$ cat config.mk
export PLATFORM = sky130hd
export DESIGN_NAME = ultrasonic_echo_emulator_flat
export DESIGN_NICKNAME = d
export VERILOG_FILES = /design/src/rtl/ultrasonic_echo_emulator_if.sv /design/src/rtl/ultrasonic_echo_emulator.sv /design/src/flat_wrapper.sv
export SDC_FILE = /design/constraint.sdc
export NUM_CORES = 1
export LEC_CHECK = 0
export CORE_UTILIZATION = 45
export CTS_BUF_LIST = sky130_fd_sc_hd__clkbuf_16
export CTS_CLUSTER_DIAMETER = 200
export DETAILED_ROUTE_END_ITERATION = 10
export PLACE_DENSITY = 0.65
export REMOVE_ABC_BUFFERS = 1
export SLEW_MARGIN = 20
export SYNTH_ARGS = -nofsm -noshare
export SYNTH_HDL_FRONTEND = slang
export SYNTH_SLANG_ARGS = --single-unit
$ cat constraint.sdc
create_clock -name clk -period 7.65 [get_ports clk]
set_input_delay 1.53 -clock clk [delete_from_list [all_inputs] [get_ports clk]]
set_output_delay 1.53 -clock clk [all_outputs]
set_load 0.01 [all_outputs]
$ cat src/rtl/ultrasonic_echo_emulator_if.sv
// Sensor-side bus of the ultrasonic echo emulator: trigger/distance in, echo and status out.
interface ultrasonic_echo_emulator_if;
    localparam int unsigned DIST_W = 9;
    localparam int unsigned MCNT_W = 16;

    logic              trigger;
    logic [DIST_W-1:0] dist_cm;
    logic              echo;
    logic              busy;
    logic              trig_err;
    logic [DIST_W-1:0] last_cm;
    logic [MCNT_W-1:0] meas_cnt;

    // Controller / bench side
    modport master (
        output trigger, dist_cm,
        input  echo, busy, trig_err, last_cm, meas_cnt
    );

    // Emulator side
    modport slave (
        input  trigger, dist_cm,
        output echo, busy, trig_err, last_cm, meas_cnt
    );
endinterface

$ cat src/rtl/ultrasonic_echo_emulator.sv
// Emulates an ultrasonic ranging sensor: validates the trigger pulse, waits out the
// emulated burst, then returns an echo whose width encodes the programmed distance.
module ultrasonic_echo_emulator #(
    parameter int unsigned TRIG_MIN_CYC    = 500,
    parameter int unsigned BURST_DELAY_CYC = 10000,
    parameter int unsigned CYC_PER_CM      = 2924,
    parameter int unsigned MAX_CM          = 400,
    parameter int unsigned TIMEOUT_CYC     = 1900000,
    parameter int unsigned HOLDOFF_CYC     = 3000000
) (
    input  logic                        clk,
    input  logic                        rst_n,
    ultrasonic_echo_emulator_if.slave   bus_if
);
    localparam int unsigned DIST_W    = 9;
    localparam int unsigned MCNT_W    = 16;
    localparam int unsigned PROD_MAX  = MAX_CM * CYC_PER_CM;
    localparam int unsigned LEN_MAX   = (PROD_MAX > TIMEOUT_CYC) ? PROD_MAX : TIMEOUT_CYC;
    localparam int unsigned DLY_MAX0  = (BURST_DELAY_CYC > HOLDOFF_CYC) ? BURST_DELAY_CYC : HOLDOFF_CYC;
    localparam int unsigned DLY_MAX   = (DLY_MAX0 > TRIG_MIN_CYC) ? DLY_MAX0 : TRIG_MIN_CYC;
    localparam int unsigned ALL_MAX   = (LEN_MAX > DLY_MAX) ? LEN_MAX : DLY_MAX;
    localparam int unsigned CNT_W_RAW = $clog2(ALL_MAX + 1);
    localparam int unsigned CNT_W     = (CNT_W_RAW < 21) ? 21 : CNT_W_RAW;

    typedef enum logic [2:0] {
        S_IDLE,
        S_TRIG_HIGH,
        S_BURST,
        S_ECHO,
        S_HOLDOFF
    } state_e;

    state_e              state_q, state_d;
    logic [CNT_W-1:0]    cnt_q, cnt_d;
    logic [CNT_W-1:0]    echo_len_q, echo_len_d;
    logic [DIST_W-1:0]   last_cm_q, last_cm_d;
    logic [MCNT_W-1:0]   meas_cnt_q, meas_cnt_d;
    logic                echo_q, echo_d;
    logic                busy_q, busy_d;
    logic                trig_err_q, trig_err_d;

    logic                trig_m_q, trig_s_q, trig_prev_q;
    logic [1:0]          sync_vld_q;
    logic                armed_q;
    logic                rise_c;
    logic                in_range_c;
    logic [CNT_W-1:0]    len_c;

    // Two-flop synchronizer plus edge history. armed_q stays low until a genuine low
    // trig_s has been seen after reset, so a trigger held across reset release is ignored.
    always_ff @(posedge clk or negedge rst_n) begin
        if (!rst_n) begin
            trig_m_q    <= 1'b0;
            trig_s_q    <= 1'b0;
            trig_prev_q <= 1'b0;
            sync_vld_q  <= 2'b00;
            armed_q     <= 1'b0;
        end else begin
            trig_m_q    <= bus_if.trigger;
            trig_s_q    <= trig_m_q;
            trig_prev_q <= trig_s_q;
            sync_vld_q  <= {sync_vld_q[0], 1'b1};
            armed_q     <= armed_q | (sync_vld_q[1] & ~trig_s_q);
        end
    end

    assign rise_c = trig_s_q & ~trig_prev_q & armed_q;

    // Echo length for the current dist_cm; only in-range products are used, so no truncation.
    always_comb begin
        in_range_c = (bus_if.dist_cm != '0) && (32'(bus_if.dist_cm) <= MAX_CM);
        len_c      = in_range_c ? (CNT_W'(bus_if.dist_cm) * CNT_W'(CYC_PER_CM))
                                : CNT_W'(TIMEOUT_CYC);
    end

    // Next-state and registered-output logic
    always_comb begin
        state_d    = state_q;
        cnt_d      = cnt_q;
        echo_len_d = echo_len_q;
        last_cm_d  = last_cm_q;
        meas_cnt_d = meas_cnt_q;
        trig_err_d = 1'b0;

        case (state_q)
            S_IDLE: begin
                if (rise_c) begin
                    state_d = S_TRIG_HIGH;
                    cnt_d   = CNT_W'(1);
                end
            end
            S_TRIG_HIGH: begin
                if (trig_s_q) begin
                    if (cnt_q < CNT_W'(TRIG_MIN_CYC)) begin
                        cnt_d = cnt_q + CNT_W'(1);
                    end
                end else if (cnt_q >= CNT_W'(TRIG_MIN_CYC)) begin
                    state_d    = S_BURST;
                    cnt_d      = '0;
                    last_cm_d  = bus_if.dist_cm;
                    echo_len_d = len_c;
                    meas_cnt_d = meas_cnt_q + MCNT_W'(1);
                end else begin
                    state_d    = S_IDLE;
                    cnt_d      = '0;
                    trig_err_d = 1'b1;
                end
            end
            S_BURST: begin
                if (cnt_q == CNT_W'(BURST_DELAY_CYC - 1)) begin
                    state_d = S_ECHO;
                    cnt_d   = '0;
                end else begin
                    cnt_d = cnt_q + CNT_W'(1);
                end
            end
            S_ECHO: begin
                if (cnt_q == echo_len_q - CNT_W'(1)) begin
                    state_d = S_HOLDOFF;
                    cnt_d   = '0;
                end else begin
                    cnt_d = cnt_q + CNT_W'(1);
                end
            end
            S_HOLDOFF: begin
                if (cnt_q == CNT_W'(HOLDOFF_CYC - 1)) begin
                    state_d = S_IDLE;
                    cnt_d   = '0;
                end else begin
                    cnt_d = cnt_q + CNT_W'(1);
                end
            end
            default: begin
                state_d = S_IDLE;
                cnt_d   = '0;
            end
        endcase

        echo_d = (state_d == S_ECHO);
        busy_d = (state_d != S_IDLE) && (state_d != S_TRIG_HIGH);
    end

    always_ff @(posedge clk or negedge rst_n) begin
        if (!rst_n) begin
            state_q    <= S_IDLE;
            cnt_q      <= '0;
            echo_len_q <= '0;
            last_cm_q  <= '0;
            meas_cnt_q <= '0;
            echo_q     <= 1'b0;
            busy_q     <= 1'b0;
            trig_err_q <= 1'b0;
        end else begin
            state_q    <= state_d;
            cnt_q      <= cnt_d;
            echo_len_q <= echo_len_d;
            last_cm_q  <= last_cm_d;
            meas_cnt_q <= meas_cnt_d;
            echo_q     <= echo_d;
            busy_q     <= busy_d;
            trig_err_q <= trig_err_d;
        end
    end

    assign bus_if.echo     = echo_q;
    assign bus_if.busy     = busy_q;
    assign bus_if.trig_err = trig_err_q;
    assign bus_if.last_cm  = last_cm_q;
    assign bus_if.meas_cnt = meas_cnt_q;

endmodule
$ cat src/flat_wrapper.sv
// flat-port wrapper written by rule: the top's interface ports become plain ports
module ultrasonic_echo_emulator_flat 
#(
    parameter int unsigned TRIG_MIN_CYC    = 500,
    parameter int unsigned BURST_DELAY_CYC = 10000,
    parameter int unsigned CYC_PER_CM      = 2924,
    parameter int unsigned MAX_CM          = 400,
    parameter int unsigned TIMEOUT_CYC     = 1900000,
    parameter int unsigned HOLDOFF_CYC     = 3000000
)
  (clk, rst_n, bus_if_trigger, bus_if_dist_cm, bus_if_echo, bus_if_busy, bus_if_trig_err, bus_if_last_cm, bus_if_meas_cnt);
  ultrasonic_echo_emulator_if bus_if_i ();
  input  logic clk;
  input  logic rst_n;
  input wire logic [$bits(bus_if_i.trigger)-1:0] bus_if_trigger;
  input wire logic [$bits(bus_if_i.dist_cm)-1:0] bus_if_dist_cm;
  output wire logic [$bits(bus_if_i.echo)-1:0] bus_if_echo;
  output wire logic [$bits(bus_if_i.busy)-1:0] bus_if_busy;
  output wire logic [$bits(bus_if_i.trig_err)-1:0] bus_if_trig_err;
  output wire logic [$bits(bus_if_i.last_cm)-1:0] bus_if_last_cm;
  output wire logic [$bits(bus_if_i.meas_cnt)-1:0] bus_if_meas_cnt;
  assign bus_if_i.trigger = bus_if_trigger;
  assign bus_if_i.dist_cm = bus_if_dist_cm;
  assign bus_if_echo = bus_if_i.echo;
  assign bus_if_busy = bus_if_i.busy;
  assign bus_if_trig_err = bus_if_i.trig_err;
  assign bus_if_last_cm = bus_if_i.last_cm;
  assign bus_if_meas_cnt = bus_if_i.meas_cnt;
  ultrasonic_echo_emulator #(.TRIG_MIN_CYC(TRIG_MIN_CYC), .BURST_DELAY_CYC(BURST_DELAY_CYC), .CYC_PER_CM(CYC_PER_CM), .MAX_CM(MAX_CM), .TIMEOUT_CYC(TIMEOUT_CYC), .HOLDOFF_CYC(HOLDOFF_CYC)) u_core (.clk(clk), .rst_n(rst_n), .bus_if(bus_if_i));
endmodule
== Word-level counts from Yosys, hierarchy flattened ==
Cells that the tools add are included.
Word-level totals
  flip-flop bits (word level): 81
  input bits: 12
  output and inout bits: 28
  word-level logic and storage cells: 62
Operators by class
  $add $sub $neg: 3
  multipliers: 1
  $lt $le $gt $ge: 3
  eq/ne operators: 11
  mux-type cells: 18
  bitwise logic cells: 6
  reduce and logical (&&, ||, !) cells: 7
Operator list (number)
  $mux W22: 6
  $pmux W22 S5: 1
  $add A22 B1 Y22 const B: 1
  $eq A22 B14 Y1 const B: 1
  $eq A22 B22 Y1: 1
  $eq A22 B22 Y1 const B: 1
  $ge A22 B9 Y1 const B: 1
  $lt A22 B9 Y1 const B: 1
  $sub A22 B1 Y22 const B: 1
  $mux W21: 1
  $mul A9 B10 Y19 const B: 1
  $add A16 B1 Y16 const B: 1
  $mux W3: 5
  $pmux W3 S5: 1
  $eq A3 B2 Y1 const B: 3
  $le A9 B9 Y1 const B: 1
  $reduce_bool A9 Y1: 1
  $and A1 B1 Y1: 3
  $eq A3 B1 Y1 const B: 1
  $eq A3 B3 Y1 const B: 1
  $logic_not A3 Y1: 1
  $mux W1: 3
  $ne A3 B1 Y1 const B: 1
  $ne A3 B3 Y1 const B: 1
  other kinds (8): 10

== Logic depth before layout (Yosys ltp) ==
  depth after elaboration: 7
  gate-level depth with buffers: 18
  gate-level depth less buffers: 18

== Worst setup path before layout ==
Ideal clock, no wire load.
  kind: input to register
  from: in bus_if_dist_cm[7]
  to: reg u_core.echo_len_q[20]
  library setup time: 0.122 ns
  data arrival time: 5.146 ns
  required time: 7.528 ns
  slack: 2.383 ns
  cell stages on the path: 17
  path buffers: 0
  cell sequence: inv_1 > ha_1 > fa_1 > inv_1 > fa_1 > inv_1 > fa_1 > inv_1 > ha_1 > o21a_1 > o31a_1 > o41a_1 > nand4_1 > a31oi_1 > a31oi_1 > xnor2_1 > o22a_1
Between the ends
  longest elaborated chain between the ends: 3
  elaborated cells between the ends (all ways): 5
  those cells by class: mul: 1; order compare: 1; mux: 1; reduce/logical: 2
Ends and longest elaborated chain
  start: declaration: line flat_wrapper.sv:16  | input wire logic [$bits(bus_if_i.dist_cm)-1:0] bus_if_dist_cm;
  branches (longest 2 deep; another with $mul A9 B10 Y19)
  $mux W21 *: line ultrasonic_echo_emulator.sv:72  | len_c = in_range_c ? (CNT_W'(bus_if.dist_cm) * CNT_W'(CYC_PER_CM))
  end signal: assignment: line ultrasonic_echo_emulator.sv:156  | echo_len_q <= echo_len_d;
  end: declaration: line ultrasonic_echo_emulator.sv:35  | logic [CNT_W-1:0] echo_len_q, echo_len_d;
Every way passes the cells marked *.
A chain may end at the register's enable or synchronous reset.

== Final worst setup path ==
  from: in bus_if_dist_cm[5]
  to: reg u_core.echo_len_q[20]
The elaborated chain is that of the path after synthesis.

==> results.sh <==
export IMPL_status="finished, final reports clean"
export IMPL_grt_first_pass_wirelength_um=21700
export IMPL_fp_dieH_um=117
export IMPL_setup_viol_count_final=0
export IMPL_syn_avg_cell_area_sq_um=9.06
export IMPL_sequential_cell_area_sq_um=1950
export IMPL_pin_count=40
export IMPL_place_port_buffers=39
export IMPL_yosysWarningCount=0
export IMPL_layout_setup_ws_ns=1.84
export IMPL_ir_worst_vdd_mv=0.139
export IMPL_vias=4713
export IMPL_headroom_to_the_max_slew_limit=0.326
export IMPL_layout_common_cells="inv_1, dfrtp_1, nand2_1"
export IMPL_number_of_antenna_violations_at_the_first_check_in_global_routing=0
export IMPL_place_detailed_hpwl_um=9810
export IMPL_maxClockFrequency_mhz=172
export IMPL_p_clk_frac=0.286
export IMPL_post_cts_buffers=0
export IMPL_dpl_instance_area_sq_um=6490
export IMPL_worst_skew_pair_late_latency_ns=0.35
export IMPL_drt_first_iter_violations=330
export IMPL_post_synth_and_or_nand_nor_area_fraction=0.198
export IMPL_largest_buffer_count_on_any_clock_path=2
export IMPL_pwr_share_comb=0.410
export IMPL_core_rowCount=41
export IMPL_worst_slew_pin_transition_ns=1.01
export IMPL_seq_area_frac_synth=0.326
export IMPL_unique_masters_post_synth=63
export IMPL_clock_skew_ns=0.00426
export IMPL_grt_overflow_total=0
export IMPL_cts_clk_slew_worst_paths_ns=0.06
export IMPL_postSynthRegisterBits=78
export IMPL_type_of_the_tightest_min_delay_check="reg2reg"
export IMPL_worst_setup_path_end_kind="flop"
export IMPL_final_ant_viol_nets=0
export IMPL_post_synth_mux_area_share=0.00167
export IMPL_layout_nets=775
export IMPL_share_of_post_route_cells_with_drive_strength_above_1=0.0376
export IMPL_maximum_number_of_pins_on_one_net_before_global_route_repair=79
export IMPL_synth_xor_xnor_area_share=0.107
export IMPL_report_final_slew_viol_count=0
export IMPL_power_switching_fraction=0.362
export IMPL_synthToLayoutAreaGrowth_pct=13.0
export IMPL_route_final_wire_length_um=13000
export IMPL_hold_viol_final=0
export IMPL_cp_start_kind="input pin"
export IMPL_critical_path_reg2reg_startpoint="u_core.echo_len_q[5]"
export IMPL_remaining_drc_errors=0
export IMPL_synth_area_sq_um=5980
export IMPL_reg_to_reg_end="u_core.cnt_q[21]"
export IMPL_design_die_area_sq_um=13800
export IMPL_start_util=0.468
export IMPL_antennaDiodeCount=0
export IMPL_finalCritPeriodShare=0.759
export IMPL_synth_top_flop_cell="dfrtp_1"
export IMPL_place_gp_congestion=0.895
export IMPL_synth_compound_area_frac=0.104
export IMPL_cp_data_arrival_time_ns=6.04
export IMPL_track_usage=0.207
export IMPL_p_switching_w=0.000502
export IMPL_first_global_vias=4538
export IMPL_cell_internal_pwr_w=0.000885
export IMPL_timing_reg2reg_worst_path_depth=8
export IMPL_routedWlPerCell_um=15.0
export IMPL_drt_pass1_iter_count=5
export IMPL_placement_setup_worst_slack_ns=1.49
export IMPL_ctsResizeCount=0
export IMPL_p_leak_nw=3.10
export IMPL_worstHoldEndpoint="u_core.sync_vld_q[1]"
export IMPL_design_core_area_sq_um=12800
export IMPL_max_cap_violations=0
export IMPL_synth_edf_count=0
export IMPL_critical_path_max_fanout=5
export IMPL_unrepaired_setup_endpoints_after_global_routing="false"
export IMPL_powerDensity_nw_per_um2=205
export IMPL_via_per_inst=5.46
export IMPL_synth_top_family_by_area="simple AND/OR/NAND/NOR gates"
export IMPL_post_synth_fa_ha_maj_area_fraction=0.194
export IMPL_fin_crit_ns=5.81
export IMPL_fin_area_sq_um=6760
export IMPL_numCtsBuffers=9
export IMPL_ff2ff_setup_slack_ns=3.69
export IMPL_final_common_cell="inv_1"
export IMPL_nFillCells=1154
export IMPL_tritoncts="built"
export IMPL_tritoncts_sinks=78
export IMPL_multi_input_area_sq_um=3620
export IMPL_setup_tns_final_ns=0
export IMPL_synthCells=660
export IMPL_number_of_cells_on_the_worst_hold_path=0
export IMPL_holdBufCountCts=0
export IMPL_startpoint_of_the_most_critical_hold_path="u_core.sync_vld_q[0]"
export IMPL_dieWidth_um=117
export IMPL_root_buffer="clkbuf_16"
export IMPL_cts_h_tree_depth=3
export IMPL_required_ns=7.89
export IMPL_seq_power_share=0.304
export IMPL_async_flop_share=1.00
export IMPL_criticalPathCategory="in2reg"
==> flip-flops by register name, summed over array words and instances, names as in the netlist <==
name,count
u_core.bus_if.busy,1
u_core.bus_if.trig_err,1
u_core.trig_prev_q,1
u_core.state_q,3
u_core.trig_s_q,1
u_core.sync_vld_q,2
u_core.echo_len_q,19
u_core.trig_m_q,1
u_core.cnt_q,22
u_core.bus_if.last_cm,9
u_core.bus_if.meas_cnt,16
u_core.armed_q,1
u_core.bus_if.echo,1
==> layer usage <==
layer | share of wire | global-route usage | vias to the layer above | wire length (um)
met5 | 0 | 0 | - | 0
met4 | 0.020 | 0.0895 | 0 | 259
met3 | 0.047 | 0.0412 | 15 | 615
met2 | 0.47 | 0.333 | 109 | 6040
met1 | 0.47 | 0.269 | 2303 | 6050
li1 | - | - | 2286 | -
==> final cells by class <==
| class | instances | share of cell area |
|---|---|---|
| clock buffers | 9 | 0.0333 |
| flip-flops and latches | 78 | 0.289 |
| multi-input cells | 475 | 0.535 |
| repair buffers | 40 | 0.0591 |
| inverters | 82 | 0.0455 |
| clock inverters | 7 | 0.00611 |
| well taps | 172 | 0.0318 |
==> worst max-delay path, stage by stage <==
cell and delay [ns]:
clkdlybuf4s50_1 0.62, inv_1 0.12, ha_1 0.33, inv_1 0.06
fa_1 0.47, inv_1 0.08, fa_1 0.53, inv_1 0.05
fa_1 0.52, inv_1 0.04, ha_1 0.34, o21a_1 0.13
o31a_1 0.14, o41a_1 0.35, nand4_1 0.13, a31oi_1 0.13
a31oi_1 0.22, xnor2_1 0.08, o22a_1 0.18
==> logic make-up after synthesis <==
family                     after synthesis
adders and majority gates               77
AOI/OAI and AO/OA                       89
xor gates and xnor gates                73
buffers and inverters                  107
and+or+nand+nor                        234
muxes                                    1
DFF                                     78
other                                    1
==> cells in the mapped netlist (all sizes together), types with 2 or more instances <==
master,instances,area share
a2111oi,4,0.0069
a211oi,4,0.0079
a21o,4,0.0050
a21oi,11,0.0092
a311oi,2,0.0029
a31oi,7,0.0073
and2,5,0.0052
and3,10,0.010
buf,3,0.0033
clkbuf,22,0.014
dfrtp,78,0.33
fa,26,0.087
ha,51,0.11
inv,82,0.051
nand2,61,0.038
nand2b,4,0.0042
nand3,25,0.021
nand3b,5,0.0063
nand4,13,0.015
nand4b,2,0.0029
nor2,51,0.032
nor2b,2,0.0021
nor3,24,0.020
nor3b,3,0.0046
nor4,10,0.012
o21a,3,0.0038
o21ai,26,0.022
o21bai,2,0.0025
o22a,7,0.010
o22ai,2,0.0021
o311ai,3,0.0044
o31ai,5,0.0063
o41ai,2,0.0029
or2,3,0.0031
or3,4,0.0042
or4,6,0.0082
or4b,2,0.0033
xnor2,51,0.075
xor2,22,0.032
==> how the worst max path moves through the flow <==
stage                           start                    end  slack, ns  cells after the start
detailed placement  bus_if_dist_cm[7]  u_core.echo_len_q[20]       1.49                     18
floorplan           bus_if_dist_cm[7]  u_core.echo_len_q[20]       2.38                     17
CTS                 bus_if_dist_cm[7]  u_core.echo_len_q[20]       1.84                     18
finish              bus_if_dist_cm[5]  u_core.echo_len_q[20]       1.84                     19
global route        bus_if_dist_cm[5]  u_core.echo_len_q[20]       1.55                     19
global placement    bus_if_dist_cm[7]  u_core.echo_len_q[20]       1.60                     18
==> through the flow <==
step                      utilization  hold WS (ns)  instances  total power (W)
final                           0.529         0.352        863          0.00139
after global routing            0.529         0.355        863          0.00151
after CTS                       0.529         0.354        863          0.00141
after detailed placement        0.508         0.340        847          0.00100
after global placement          0.508         0.339        847         0.000988
after floorplan                     -         0.331        635         0.000881
==> power by group through the flow <==
stage / Combinational [W] / Clock, W / Sequential, W
after floorplan: 0.000454 / 0 / 0.000428
final: 0.000569 / 0.000397 / 0.000421
after global placement: 0.000560 / 0 / 0.000428
after detailed placement: 0.000571 / 0 / 0.000429
after global routing: 0.000662 / 0.000423 / 0.000422
after CTS: 0.000578 / 0.000409 / 0.000421
No activity file was read; power rests on OpenSTA's default activity.
